$ cat src/rtl/surfturf_cmd_arbiter_if.sv
// Command-arbiter stream bundle: run-command, trigger and firmware-byte
// request streams plus the registered slot command outputs.
// Payload widths come from the rack bus macros, which default to 2 and 15 bits.
`ifndef RACKBUS_RUNCMD_BITS
`define RACKBUS_RUNCMD_BITS 2
`endif
`ifndef RACKBUS_TRIG_BITS
`define RACKBUS_TRIG_BITS 15
`endif

interface surfturf_cmd_arbiter_if;
  logic [`RACKBUS_RUNCMD_BITS-1:0] runcmd_tdata;
  logic                            runcmd_tvalid;
  logic                            runcmd_tready;
  logic [`RACKBUS_TRIG_BITS-1:0]   trig_tdata;
  logic                            trig_tvalid;
  logic                            trig_tready;
  logic [7:0]                      fw_tdata;
  logic                            fw_tvalid;
  logic                            fw_tready;
  logic [1:0]                      fw_mark_i;
  logic                            fw_marked_o;
  logic [23:0]                     cmd_o;
  logic                            cmd_valid_o;

  modport master (
    output runcmd_tdata, runcmd_tvalid, input runcmd_tready,
    output trig_tdata, trig_tvalid, input trig_tready,
    output fw_tdata, fw_tvalid, input fw_tready,
    output fw_mark_i, input fw_marked_o,
    input cmd_o, cmd_valid_o
  );

  modport slave (
    input runcmd_tdata, runcmd_tvalid, output runcmd_tready,
    input trig_tdata, trig_tvalid, output trig_tready,
    input fw_tdata, fw_tvalid, output fw_tready,
    input fw_mark_i, output fw_marked_o,
    output cmd_o, cmd_valid_o
  );
endinterface

$ cat src/rtl/surfturf_cmd_arbiter.sv
// Slot-based command arbiter: on each slot strobe picks one of runcmd / trig /
// fw (runcmd > trig > fw, fw promoted over trig after FW_MAX_WAIT lost slots),
// accepts that beat combinationally and issues a 24-bit command word one
// cycle later. Optional statistics counters are built when the macro
// SURFTURF_ARB_STATS_EN is defined; otherwise the stat outputs are tied to 0.
module surfturf_cmd_arbiter #(
  parameter int FW_MAX_WAIT  = 4,
  parameter     SYS_CLK_TYPE = "NONE"
) (
  input  logic                  sysclk_i,
  input  logic                  sysclk_rst_i,
  input  logic                  enable_i,
  input  logic                  slot_i,
  surfturf_cmd_arbiter_if.slave bus,
  input  logic                  stat_clr_i,
  output logic [15:0]           stat_trig_o,
  output logic [15:0]           stat_fw_o,
  output logic [15:0]           stat_starve_o
);

  localparam int WAIT_W = $clog2(FW_MAX_WAIT + 1);

  // The clock-type tag only steers timing attributes; no logic depends on it.
  if (SYS_CLK_TYPE == "") begin : g_untagged_clk
  end

  typedef enum logic {ST_DISABLED, ST_ACTIVE} state_e;
  typedef enum logic [1:0] {
    SRC_IDLE = 2'b00,
    SRC_RUN  = 2'b01,
    SRC_TRIG = 2'b10,
    SRC_FW   = 2'b11
  } src_e;

  state_e              state_q, state_d;
  logic   [WAIT_W-1:0] wait_q, wait_d;
  logic                arb_p0;
  src_e                win_p0;
  logic                starve_p0;
  logic   [14:0]       payload_p0;
  logic   [1:0]        mark_p0;
  logic   [23:0]       cmd_p1;
  logic                vld_p1;
  logic                marked_p1;
  logic                fw_overdue;

  // Command word: type, fw mark, five zero bits, zero-extended payload.
  function automatic logic [23:0] pack_cmd(input src_e src, input logic [1:0] mark,
                                           input logic [14:0] payload);
    return {src, mark, 5'b0, payload};
  endfunction

  assign fw_overdue = (wait_q == WAIT_W'(FW_MAX_WAIT));

  // Next-state, winner selection and ready generation for the slot cycle.
  always_comb begin
    state_d           = state_q;
    arb_p0            = 1'b0;
    win_p0            = SRC_IDLE;
    starve_p0         = 1'b0;
    payload_p0        = '0;
    mark_p0           = '0;
    wait_d            = wait_q;
    bus.runcmd_tready = 1'b0;
    bus.trig_tready   = 1'b0;
    bus.fw_tready     = 1'b0;
    if (!sysclk_rst_i && slot_i) begin
      case (state_q)
        ST_DISABLED: if (enable_i)  state_d = ST_ACTIVE;
        ST_ACTIVE:   if (!enable_i) state_d = ST_DISABLED;
        default:     state_d = ST_DISABLED;
      endcase
      arb_p0 = (state_d == ST_ACTIVE);
    end
    if (arb_p0) begin
      if (bus.runcmd_tvalid) begin
        win_p0            = SRC_RUN;
        payload_p0        = 15'(bus.runcmd_tdata);
        bus.runcmd_tready = 1'b1;
      end else if (bus.trig_tvalid && !(bus.fw_tvalid && fw_overdue)) begin
        win_p0          = SRC_TRIG;
        payload_p0      = 15'(bus.trig_tdata);
        bus.trig_tready = 1'b1;
      end else if (bus.fw_tvalid) begin
        win_p0        = SRC_FW;
        starve_p0     = bus.trig_tvalid;
        payload_p0    = 15'(bus.fw_tdata);
        mark_p0       = bus.fw_mark_i;
        bus.fw_tready = 1'b1;
      end
      if (bus.fw_tvalid && (win_p0 != SRC_FW)) begin
        if (!fw_overdue) wait_d = wait_q + WAIT_W'(1);
      end else begin
        wait_d = '0;
      end
    end
  end

  // State, wait counter and the registered slot command (p0 -> p1).
  always_ff @(posedge sysclk_i) begin
    if (sysclk_rst_i) begin
      state_q   <= ST_DISABLED;
      wait_q    <= '0;
      cmd_p1    <= '0;
      vld_p1    <= 1'b0;
      marked_p1 <= 1'b0;
    end else begin
      state_q   <= state_d;
      wait_q    <= wait_d;
      vld_p1    <= slot_i;
      marked_p1 <= arb_p0 && (win_p0 == SRC_FW) && (bus.fw_mark_i != 2'b00);
      if (slot_i) cmd_p1 <= arb_p0 ? pack_cmd(win_p0, mark_p0, payload_p0) : '0;
    end
  end

  assign bus.cmd_o       = cmd_p1;
  assign bus.cmd_valid_o = vld_p1;
  assign bus.fw_marked_o = marked_p1;

`ifdef SURFTURF_ARB_STATS_EN
  logic [15:0] st_trig_q, st_fw_q, st_starve_q;

  function automatic logic [15:0] sat_inc(input logic [15:0] v);
    return (v == 16'hFFFF) ? v : v + 16'd1;
  endfunction

  // Statistics counters; a clear overrides any increment in the same cycle.
  always_ff @(posedge sysclk_i) begin
    if (sysclk_rst_i || stat_clr_i) begin
      st_trig_q   <= '0;
      st_fw_q     <= '0;
      st_starve_q <= '0;
    end else begin
      if (arb_p0 && (win_p0 == SRC_TRIG)) st_trig_q   <= sat_inc(st_trig_q);
      if (arb_p0 && (win_p0 == SRC_FW))   st_fw_q     <= sat_inc(st_fw_q);
      if (arb_p0 && starve_p0)            st_starve_q <= sat_inc(st_starve_q);
    end
  end

  assign stat_trig_o   = st_trig_q;
  assign stat_fw_o     = st_fw_q;
  assign stat_starve_o = st_starve_q;
`else
  logic unused_stat_clr;
  assign unused_stat_clr = stat_clr_i;
  assign stat_trig_o     = '0;
  assign stat_fw_o       = '0;
  assign stat_starve_o   = '0;
`endif

endmodule

$ cat src/flat_wrapper.sv
// flat-port wrapper written by rule: the top's interface ports become plain ports
module surfturf_cmd_arbiter_flat 
#(
  parameter int FW_MAX_WAIT  = 4,
  parameter     SYS_CLK_TYPE = "    "
)
  (sysclk_i, sysclk_rst_i, enable_i, slot_i, stat_clr_i, stat_trig_o, stat_fw_o, stat_starve_o, bus_runcmd_tdata, bus_runcmd_tvalid, bus_runcmd_tready, bus_trig_tdata, bus_trig_tvalid, bus_trig_tready, bus_fw_tdata, bus_fw_tvalid, bus_fw_tready, bus_fw_mark_i, bus_fw_marked_o, bus_cmd_o, bus_cmd_valid_o);
  surfturf_cmd_arbiter_if bus_i ();
  input  logic sysclk_i;
  input  logic sysclk_rst_i;
  input  logic enable_i;
  input  logic slot_i;
  input  logic stat_clr_i;
  output logic [15:0] stat_trig_o;
  output logic [15:0] stat_fw_o;
  output logic [15:0] stat_starve_o;
  input wire logic [$bits(bus_i.runcmd_tdata)-1:0] bus_runcmd_tdata;
  input wire logic [$bits(bus_i.runcmd_tvalid)-1:0] bus_runcmd_tvalid;
  output wire logic [$bits(bus_i.runcmd_tready)-1:0] bus_runcmd_tready;
  input wire logic [$bits(bus_i.trig_tdata)-1:0] bus_trig_tdata;
  input wire logic [$bits(bus_i.trig_tvalid)-1:0] bus_trig_tvalid;
  output wire logic [$bits(bus_i.trig_tready)-1:0] bus_trig_tready;
  input wire logic [$bits(bus_i.fw_tdata)-1:0] bus_fw_tdata;
  input wire logic [$bits(bus_i.fw_tvalid)-1:0] bus_fw_tvalid;
  output wire logic [$bits(bus_i.fw_tready)-1:0] bus_fw_tready;
  input wire logic [$bits(bus_i.fw_mark_i)-1:0] bus_fw_mark_i;
  output wire logic [$bits(bus_i.fw_marked_o)-1:0] bus_fw_marked_o;
  output wire logic [$bits(bus_i.cmd_o)-1:0] bus_cmd_o;
  output wire logic [$bits(bus_i.cmd_valid_o)-1:0] bus_cmd_valid_o;
  assign bus_i.runcmd_tdata = bus_runcmd_tdata;
  assign bus_i.runcmd_tvalid = bus_runcmd_tvalid;
  assign bus_runcmd_tready = bus_i.runcmd_tready;
  assign bus_i.trig_tdata = bus_trig_tdata;
  assign bus_i.trig_tvalid = bus_trig_tvalid;
  assign bus_trig_tready = bus_i.trig_tready;
  assign bus_i.fw_tdata = bus_fw_tdata;
  assign bus_i.fw_tvalid = bus_fw_tvalid;
  assign bus_fw_tready = bus_i.fw_tready;
  assign bus_i.fw_mark_i = bus_fw_mark_i;
  assign bus_fw_marked_o = bus_i.fw_marked_o;
  assign bus_cmd_o = bus_i.cmd_o;
  assign bus_cmd_valid_o = bus_i.cmd_valid_o;
  surfturf_cmd_arbiter #(.FW_MAX_WAIT(FW_MAX_WAIT), .SYS_CLK_TYPE(SYS_CLK_TYPE)) u_core (.sysclk_i(sysclk_i), .sysclk_rst_i(sysclk_rst_i), .enable_i(enable_i), .slot_i(slot_i), .bus(bus_i), .stat_clr_i(stat_clr_i), .stat_trig_o(stat_trig_o), .stat_fw_o(stat_fw_o), .stat_starve_o(stat_starve_o));
endmodule
$ cat config.mk
export PLATFORM = sky130hd
export DESIGN_NAME = surfturf_cmd_arbiter_flat
export DESIGN_NICKNAME = d
export VERILOG_FILES = /design/src/rtl/surfturf_cmd_arbiter_if.sv /design/src/rtl/surfturf_cmd_arbiter.sv /design/src/flat_wrapper.sv
export SDC_FILE = /design/constraint.sdc
export NUM_CORES = 1
export LEC_CHECK = 0
export ABC_AREA = 1
export ABC_CLOCK_PERIOD_IN_PS = 1350
export CORE_ASPECT_RATIO = 0.9
export CORE_MARGIN = 2
export CORE_UTILIZATION = 32
export DETAILED_ROUTE_END_ITERATION = 12
export HOLD_SLACK_MARGIN = 0.15
export PLACE_DENSITY = 0.78
export SETUP_SLACK_MARGIN = 0.5
export SYNTH_ARGS = -nofsm -noshare
export SYNTH_HDL_FRONTEND = slang
export SYNTH_SLANG_ARGS = --single-unit
$ cat constraint.sdc
create_clock -name sysclk_i -period 1.35 [get_ports sysclk_i]
set_clock_uncertainty 0.1 [all_clocks]
set_input_delay 0.2025 -clock sysclk_i [delete_from_list [all_inputs] [get_ports sysclk_i]]
set_output_delay 0.2025 -clock sysclk_i [all_outputs]
set_load 0.02 [all_outputs]
## Word level (Yosys, flattened, before mapping)

Cells that the tools add are included.

| cells by class | value |
|---|---|
| $add $sub $neg | 1 |
| eq/ne operators | 4 |
| mux-type cells | 25 |
| reduce and logical (&&, ||, !) cells | 10 |

Operators by type and width:

| kind | count |
|---|---|
| 2-to-1 mux 15 bit | 2 |
| 2-to-1 mux 24 bit | 1 |
| 2-to-1 mux 2 bit | 8 |
| 2-to-1 mux 1 bit | 11 |
| 2-to-1 mux 8 bit | 1 |
| logical AND 1 bit | 6 |
| 2-to-1 mux 3 bit | 2 |
| != test 2 bit, second input constant | 2 |
| adder 3 x 1 -> 3 bit, second input constant | 1 |
| == test 3 bit, second input constant | 1 |
| == test 2 bit, second input constant | 1 |
| logical NOT 1 bit | 2 |
| AND reduction 2 bit | 1 |
| nonzero test 2 bit | 1 |

| word-level totals | value |
|---|---|
| flip-flop bits (word level) | 29 |
| output and inout port bits | 77 |
| word-level logic and storage cells | 44 |

## Logic depth before layout (Yosys ltp)

Gate-level depths: netlist (run 1).

| logic depth | value |
|---|---|
| depth in word-level cells | 11 |
| depth in mapped cells | 9 |
| gate-level depth less buffers | 9 |

## Least setup slack after synthesis (run 1)

OpenSTA, ideal clock, no wires.

| path | value |
|---|---|
| path kind | register -> register |
| start | reg u_core.wait_q[0] |
| end | reg u_core.cmd_p1[20], in the netlist u_core.bus.cmd_o[20] |
| setup time | 70 ps |
| arrival time | 1239 ps |
| required time | 1180 ps |
| setup slack | -59 ps |
| cell stages (with the launch flop) | 9 |
| buffers on the path | 0 |
| cells stage by stage | dfxtp_1 inv_1 ha_1 nand2_1 a21oi_4 inv_2 nor2_4 nand2_1 a21oi_1 |

| between the ends | value |
|---|---|
| word-level cells in the longest chain between the ends | 7 |

Ends and longest elaborated chain:

| element | line | RTL |
|---|---|---|
| start: declaration | surfturf_cmd_arbiter.sv:36 | `logic [WAIT_W-1:0] wait_q, wait_d;` |
| start signal: assignment | surfturf_cmd_arbiter.sv:109 | `wait_q <= wait_d;` |
| == test 3 bit | surfturf_cmd_arbiter.sv:53 | `assign fw_overdue = (wait_q == WAIT_W'(FW_MAX_WAIT));` |
| logical AND 1 bit | surfturf_cmd_arbiter.sv:80 | `end else if (bus.trig_tvalid && !(bus.fw_tvalid && fw_overdue)) begin` |
| logical NOT 1 bit | surfturf_cmd_arbiter.sv:80 |  |
| logical AND 1 bit | surfturf_cmd_arbiter.sv:80 |  |
| 2-to-1 mux 2 bit | surfturf_cmd_arbiter.sv:80 |  |
| 2-to-1 mux 2 bit | surfturf_cmd_arbiter.sv:76 | `if (bus.runcmd_tvalid) begin` |
| 2-to-1 mux 24 bit | surfturf_cmd_arbiter.sv:112 | `if (slot_i) cmd_p1 <= arb_p0 ? pack_cmd(win_p0, mark_p0, payload_p0) : '0;` |
| end signal: assignment | surfturf_cmd_arbiter.sv:112 |  |
| end: declaration | surfturf_cmd_arbiter.sv:42 | `logic [23:0] cmd_p1;` |

Every way passes these cells.
A chain may end at the register's enable or synchronous reset.

## Worst setup path after layout (run 1)

| path | value |
|---|---|
| start | reg u_core.wait_q[1] |
| end | out bus_trig_tready |

| between the ends | value |
|---|---|
| word-level cells in the longest chain between the ends | 7 |

Ends and longest elaborated chain:

| element | line | RTL |
|---|---|---|
| == test 3 bit | surfturf_cmd_arbiter.sv:53 |  |
| logical AND 1 bit | surfturf_cmd_arbiter.sv:80 |  |
| logical NOT 1 bit | surfturf_cmd_arbiter.sv:80 |  |
| logical AND 1 bit | surfturf_cmd_arbiter.sv:80 |  |
| 2-to-1 mux 1 bit | surfturf_cmd_arbiter.sv:80 |  |
| 2-to-1 mux 1 bit | surfturf_cmd_arbiter.sv:76 |  |
| 2-to-1 mux 1 bit | surfturf_cmd_arbiter.sv:75 | `if (arb_p0) begin` |
| end: declaration | flat_wrapper.sv:22 | `output wire logic [$bits(bus_i.trig_tready)-1:0] bus_trig_tready;` |

Every way passes these cells.

==> impl_metrics.csv, run 1 <==
group,metric,value,unit
power,power.leakage,0.00120,uW
synthesis,synth_top_family_by_area,"buffers and inverters",
finish,layout-drive-gt1-share,34.6,%
routing,vias,1409,
synthesis,ys_top_cells_by_area,"dfxtp_1, buf_4, nand2_1",
worst_setup_path,max_stage_delay,0.34,ns
grt,grt_pass1_wl,5870,um
worst_setup_path,slowest_stage,"dfxtp_2",
finish,fillers,480,
finish,n_antenna_cell,0,
worst_setup_path,critPathTopFamily,"flip-flops",
worst_setup_path,worst_setup_path_start_kind,"register",
synthesis,synthXorXnorAreaFrac,1.11,%
worst_setup_path,critPathMaxFanout,2,
synthesis,yosys.area_share.simple,26.8,%
clock_tree,ctsHoldBuffers,0,
timing,fmax,644,MHz
clock_tree,clkSinkCount,24,
finish,multi_input_area,820,um2
clock_tree,htree_levels,1,
worst_setup_path,cp.required,1.05,ns
synthesis,syn_avg_cell_area,7.29,um2
synthesis,synth.yosys.seq_area_share,30.4,%
routing,vias_per_cell,3.88,
routing,ant_nets,0,
timing,setup_tns,-0.852,ns
grt,grt_start_max_net_pins,13,
routing,dr.pass1.iters,4,
clock_tree,clock-root-buffer,"clkbuf_8",
synthesis,yosysMostFrequentCell,"buf_4",
floorplanning,die_area,5520,um2
synthesis,netlist_area,1580,um2
finish,final_area,2370,um2
routing,drt_wl_total,3690,um
job,maxCapViolCount,0,
synthesis,synth.area.mux_share,0,%
floorplanning,initial_core_util,32.9,%
placement,place_congestion,0.803,
placement,portBuffers,57,
timing,fin_crit,1.55,ns
finish,area_delta_synth_final,49.9,%
grt,grt_pass1_vias,1306,
synthesis,async_flop_share,0,%
hold_path,hold_path.class,"input port to register",
worst_setup_path,criticalPathCategory,"register to primary output",
clock_tree,cts_buffer_depth,2,
clock_tree,cts_tree,"yes",
floorplanning,die_w,78.1,um
floorplanning,die_h,70.7,um
grt,grt_overflow,0,
run_status,violations,"setup timing",
synthesis,postSynthCellCount,217,
timing,period_share,115,%
synthesis,ys.warnings.count,0,
finish,fin_util,49.3,%
finish,finalNetCount,337,
finish,layout.area.seq,509,um2
timing,holdWs,0.177,ns
synthesis,synth-main-ff-cell,"dfxtp_1",
synthesis,ys_ff_latch,24,
synthesis,yosys-top-cells-count,"buf_4, nand2_1, dfxtp_1",
power,powerDensity,679,nW/um2
floorplanning,rows,24,
synthesis,synth_edf_count,0,
timing,slew_viol_final,0,
worst_setup_path,crit_chain,"inv_2 > ha_4 > nand3_1 > nand2_2 > nor2_8 > buf_6",
timing,setup_viol,14,
synthesis,synth_top_area_share,30.4,%
clock_tree,clk_pin_slew,0.08,ns
worst_setup_path,end_kind,"primary output",
run_status,status,"complete, but fails checks",
timing,layout_setup_ws,-0.203,ns
synthesis,ys_types,27,
grt,grt_usage,13.0,%
timing,rsz0062_at_grt,"true",
worst_setup_path,cp.arrival,1.25,ns
placement,placed_cell_area,2140,um2
floorplanning,core,4800,um2
worst_setup_path,cp.buffers_inverters,2,
routing,wl_per_cell,10.2,um
grt,grt_antenna_before_repair,0,
clock_tree,insertion_delay,0.26,ns
power,p_total,1610,uW
synthesis,synth_top_cell_by_area,"dfxtp_1",
placement,hpwl,2720,um
routing,drcViolationCount,0,
floorplanning,num_io_pins,112,
synthesis,synth_compound_area_share,6.80,%
clock_tree,cts_made_buffers,3,
timing,finalHoldViolCount,0,
synthesis,post_synth_fa_ha_maj_area_fraction,1.58,%
routing,drt_iter0_markers,49,
power,peakVddDrop,414,uV
per-stage QoR:
step           setup slack (ns)  cells
2_1_floorplan           -0.0317    269
3_3_place_gp             -0.750    349
3_5_place_dp             -0.752    349
4_1_cts                  -0.215    357
5_1_grt                  -0.290    363
6_report                 -0.203    363
flip-flops by register name, summed over array words and instances (netlist names):
name and flops:
u_core.wait_q 3, u_core.bus.cmd_valid_o 1, u_core.bus.cmd_o 19, u_core.bus.fw_marked_o 1
logic make-up (layout without fill, tap and decap cells):
logic type | count (synthesis) | in the layout
xor gates and xnor gates | 2 | 2
buffers and inverters | 84 | 112
AOI/OAI and AO/OA | 18 | 18
and+or+nand+nor | 86 | 87
other | 1 | 53
DFF | 24 | 24
adders and majority gates | 2 | 2
layer usage:
metal / GRT usage, % / up-vias / wire length (um)
li1: - / 730 / -
met1: 15.7 / 623 / 1570
met2: 23.8 / 54 / 1830
met3: 3.70 / 2 / 275
met4: 1.17 / 0 / 11
met5: 0 / - / 0
repair_timing:
action,4_1_cts,5_1_grt
setup endpoints to repair,48,47
buffers inserted,4,6
gates cloned,1,0
pin swaps,4,4
resized for setup,192,7
layout by cell type, fill, tap and decap left out, drive strengths merged, types with 3 or more instances in the layout:
cell           netlist  layout
nand3               25      25
dfxtp               24      24
a21oi               13      13
clkdlybuf4s50        0      29
inv                 26      26
buf                 55      52
o21ai                4       4
nand2               47      47
conb                 1      53
clkbuf               2       3
nor2                13      14
worst reg2reg max path, delay by kind of cell (launching register included):
family,cells,cell delay (ns)
simple gates,7,0.55
flops,1,0.33
fa+ha+maj,1,0.13
buf+inv,2,0.21
where the power goes:
group / leakage [uW] / switching, uW / internal (uW)
Sequential: 0.000205 / 9.57 / 724
Clock: 0.0000216 / 221 / 199
Combinational: 0.000968 / 277 / 180
layout make-up:
cell class | instances | share of cell area, %
Multi-Input combinational cell | 162 | 34.6
Timing Repair Buffer | 82 | 34.1
Sequential cell | 24 | 21.5
Inverter | 27 | 4.70
Tap cell | 65 | 3.43
Clock buffer | 3 | 1.74
worst paths after layout:
kind	slack [ns]	start	cells after the start	end
setup / recovery	-0.20	u_core.wait_q[1]$_SDFFE_PP0P_	6	bus_trig_tready
setup reg to reg	-0.09	u_core.wait_q[0]$_SDFFE_PP0P_	10	u_core.wait_q[1]$_SDFFE_PP0P_
hold / removal	0.18	sysclk_rst_i	3	u_core.bus.cmd_o[21]$_SDFFE_PP0P_
hold reg to reg	0.37	u_core.bus.cmd_o[23]$_SDFFE_PP0P_	2	u_core.bus.cmd_o[23]$_SDFFE_PP0P_
Power figures use the tool's default switching activity.
==> inputs of run 2 (changes only) <==
--- a/config.mk
+++ b/config.mk
@@ -12,7 +12,7 @@
 export CORE_UTILIZATION = 32
 export DETAILED_ROUTE_END_ITERATION = 12
 export HOLD_SLACK_MARGIN = 0.15
-export PLACE_DENSITY = 0.78
+export PLACE_DENSITY = 0.88
 export SETUP_SLACK_MARGIN = 0.5
 export SYNTH_ARGS = -nofsm -noshare
 export SYNTH_HDL_FRONTEND = slang
==> impl_metrics.csv, run 2 (same netlist as run 1, synthesis figures left out) <==
group,metric,value,unit
floorplanning,die_area,5520,um2
placement,post-place-ws,-0.713,ns
worst_setup_path,end_kind,"primary output",
finish,layout.area.seq,509,um2
clock_tree,htree_levels,1,
placement,portBuffers,57,
routing,ant_nets,0,
timing,period_share,119,%
clock_tree,ctsHoldBuffers,0,
finish,largest_reg_flops,19,
worst_setup_path,cp.arrival,1.30,ns
run_status,violations,"setup timing",
floorplanning,rows,24,
grt,grt_antenna_before_repair,0,
clock_tree,cts_tree,"yes",
floorplanning,initial_core_util,32.9,%
placement,place_congestion,0.688,
clock_tree,cts_made_buffers,3,
worst_setup_path,cp.required,1.05,ns
run_status,status,"complete, but fails checks",
finish,layout_commonest_cell,"conb_1",
routing,dr.pass1.iters,4,
worst_setup_path,r2r_start,"u_core.wait_q[1]$_SDFFE_PP0P_",
finish,multi_input_area,838,um2
routing,drt_wl_total,4200,um
timing,slew_viol_final,0,
hold_path,hold_path.class,"input port to register",
worst_setup_path,r2r-end,"u_core.bus.cmd_o[4]$_SDFFE_PP0P_",
grt,grt_overflow,0,
floorplanning,num_io_pins,112,
clock_tree,clk_pin_slew,0.09,ns
finish,n_antenna_cell,0,
worst_setup_path,regToRegSetupSlack,-0.14,ns
hold_path,hold_depth,3,
grt,grt_usage,14.7,%
timing,fmax,624,MHz
clock_tree,clock-root-buffer,"clkbuf_8",
timing,setup_viol,17,
worst_setup_path,reg2regPathDepth,11,
timing,finalHoldViolCount,0,
grt,grt_start_max_net_pins,15,
routing,drt_iter0_markers,46,
placement,hpwl,3010,um
hold_path,min_to,"u_core.bus.cmd_o[22]$_SDFFE_PP0P_",
worst_setup_path,criticalPathCategory,"register to primary output",
finish,fillers,460,
finish,mostFrequentLayoutCells,"conb_1, nand2_1, buf_6",
timing,layout_setup_ws,-0.251,ns
clock_tree,clkSinkCount,24,
finish,fin_util,51.2,%
timing,fin_crit,1.60,ns
finish,layout-drive-gt1-share,36.5,%
worst_setup_path,worst_setup_path_start_kind,"register",
timing,rsz0062_at_grt,"true",
grt,grt_pass1_wl,6340,um
floorplanning,die_h,70.7,um
routing,vias_per_cell,4.02,
power,powerDensity,759,nW/um2
timing,setup_tns,-2.08,ns
floorplanning,core,4800,um2
clock_tree,insertion_delay,0.27,ns
power,power.leakage,0.00124,uW
hold_path,min_from,"sysclk_rst_i",
routing,drcViolationCount,0,
routing,wl_per_cell,11.4,um
floorplanning,die_w,78.1,um
grt,grt_pass1_vias,1313,
power,peakVddDrop,408,uV
job,maxCapViolCount,0,
finish,area_delta_synth_final,55.7,%
finish,finalNetCount,342,
clock_tree,cts_buffer_depth,2,
routing,vias,1485,
worst_setup_path,critPathMaxFanout,2,
run 2: repair_timing:
action | in CTS | in global routing
setup endpoints to repair | 48 | 47
gates resized for setup | 201 | 7
setup buffers | 4 | 5
cloned | 2 | 0
pin swaps | 5 | 6
run 2: per-layer routing:
metal | track usage, % | routed length [um] | share of wire [%]
met1 | 18.4 | 1680 | 40
met2 | 25.4 | 2260 | 54
met3 | 2.81 | 239 | 5.7
met4 | 4.87 | 16 | 0.38
met5 | 0 | 0 | 0
run 2: how the worst max path moves through the flow:
stage                                  start                                end  cells past startpoint
6_report       u_core.wait_q[1]$_SDFFE_PP0P_                      bus_fw_tready                      7
4_1_cts        u_core.wait_q[0]$_SDFFE_PP0P_                      bus_fw_tready                      7
3_3_place_gp                          slot_i                    bus_trig_tready                      6
3_5_place_dp                          slot_i                      bus_fw_tready                      6
2_1_floorplan  u_core.wait_q[0]$_SDFFE_PP0P_  u_core.bus.cmd_o[21]$_SDFFE_PP0P_                      8
5_1_grt        u_core.wait_q[1]$_SDFFE_PP0P_                      bus_fw_tready                      7
run 2: through the flow:
| step | instance area [um2] | cells | hold slack, ns | power, uW |
|---|---|---|---|---|
| 6_report | 2460 | 369 | 0.167 | 1870 |
| 5_1_grt | 2460 | 369 | 0.173 | 1950 |
| 4_1_cts | 2390 | 364 | 0.163 | 1870 |
| 3_5_place_dp | 2170 | 354 | 0.356 | 1180 |
| 3_3_place_gp | 2170 | 354 | 0.351 | 1170 |
| 2_1_floorplan | 1790 | 269 | 0.172 | 1100 |
run 2: critical path: stages, from the launching register on:
cell and delay [ns]:
dfxtp_2 0.34, inv_2 0.07, ha_4 0.15, nand2_4 0.05, a21oi_4 0.13, inv_2 0.06, nor2_4 0.10, buf_6 0.13
run 2: final cells by class:
class	count	area share [%]
Inverter	27	4.52
Tap cell	65	3.30
Clock inverter	1	1.22
Multi-Input combinational cell	162	34.0
Clock buffer	3	1.68
Timing Repair Buffer	87	34.6
Sequential cell	24	20.7
run 2: report_power, final:
part / internal (uW) / leakage [uW] / switching [uW]
combinational: 199 / 0.000999 / 293
clock: 397 / 0.0000357 / 245
sequential: 724 / 0.000205 / 10.8
total: 1320 / 0.00124 / 549
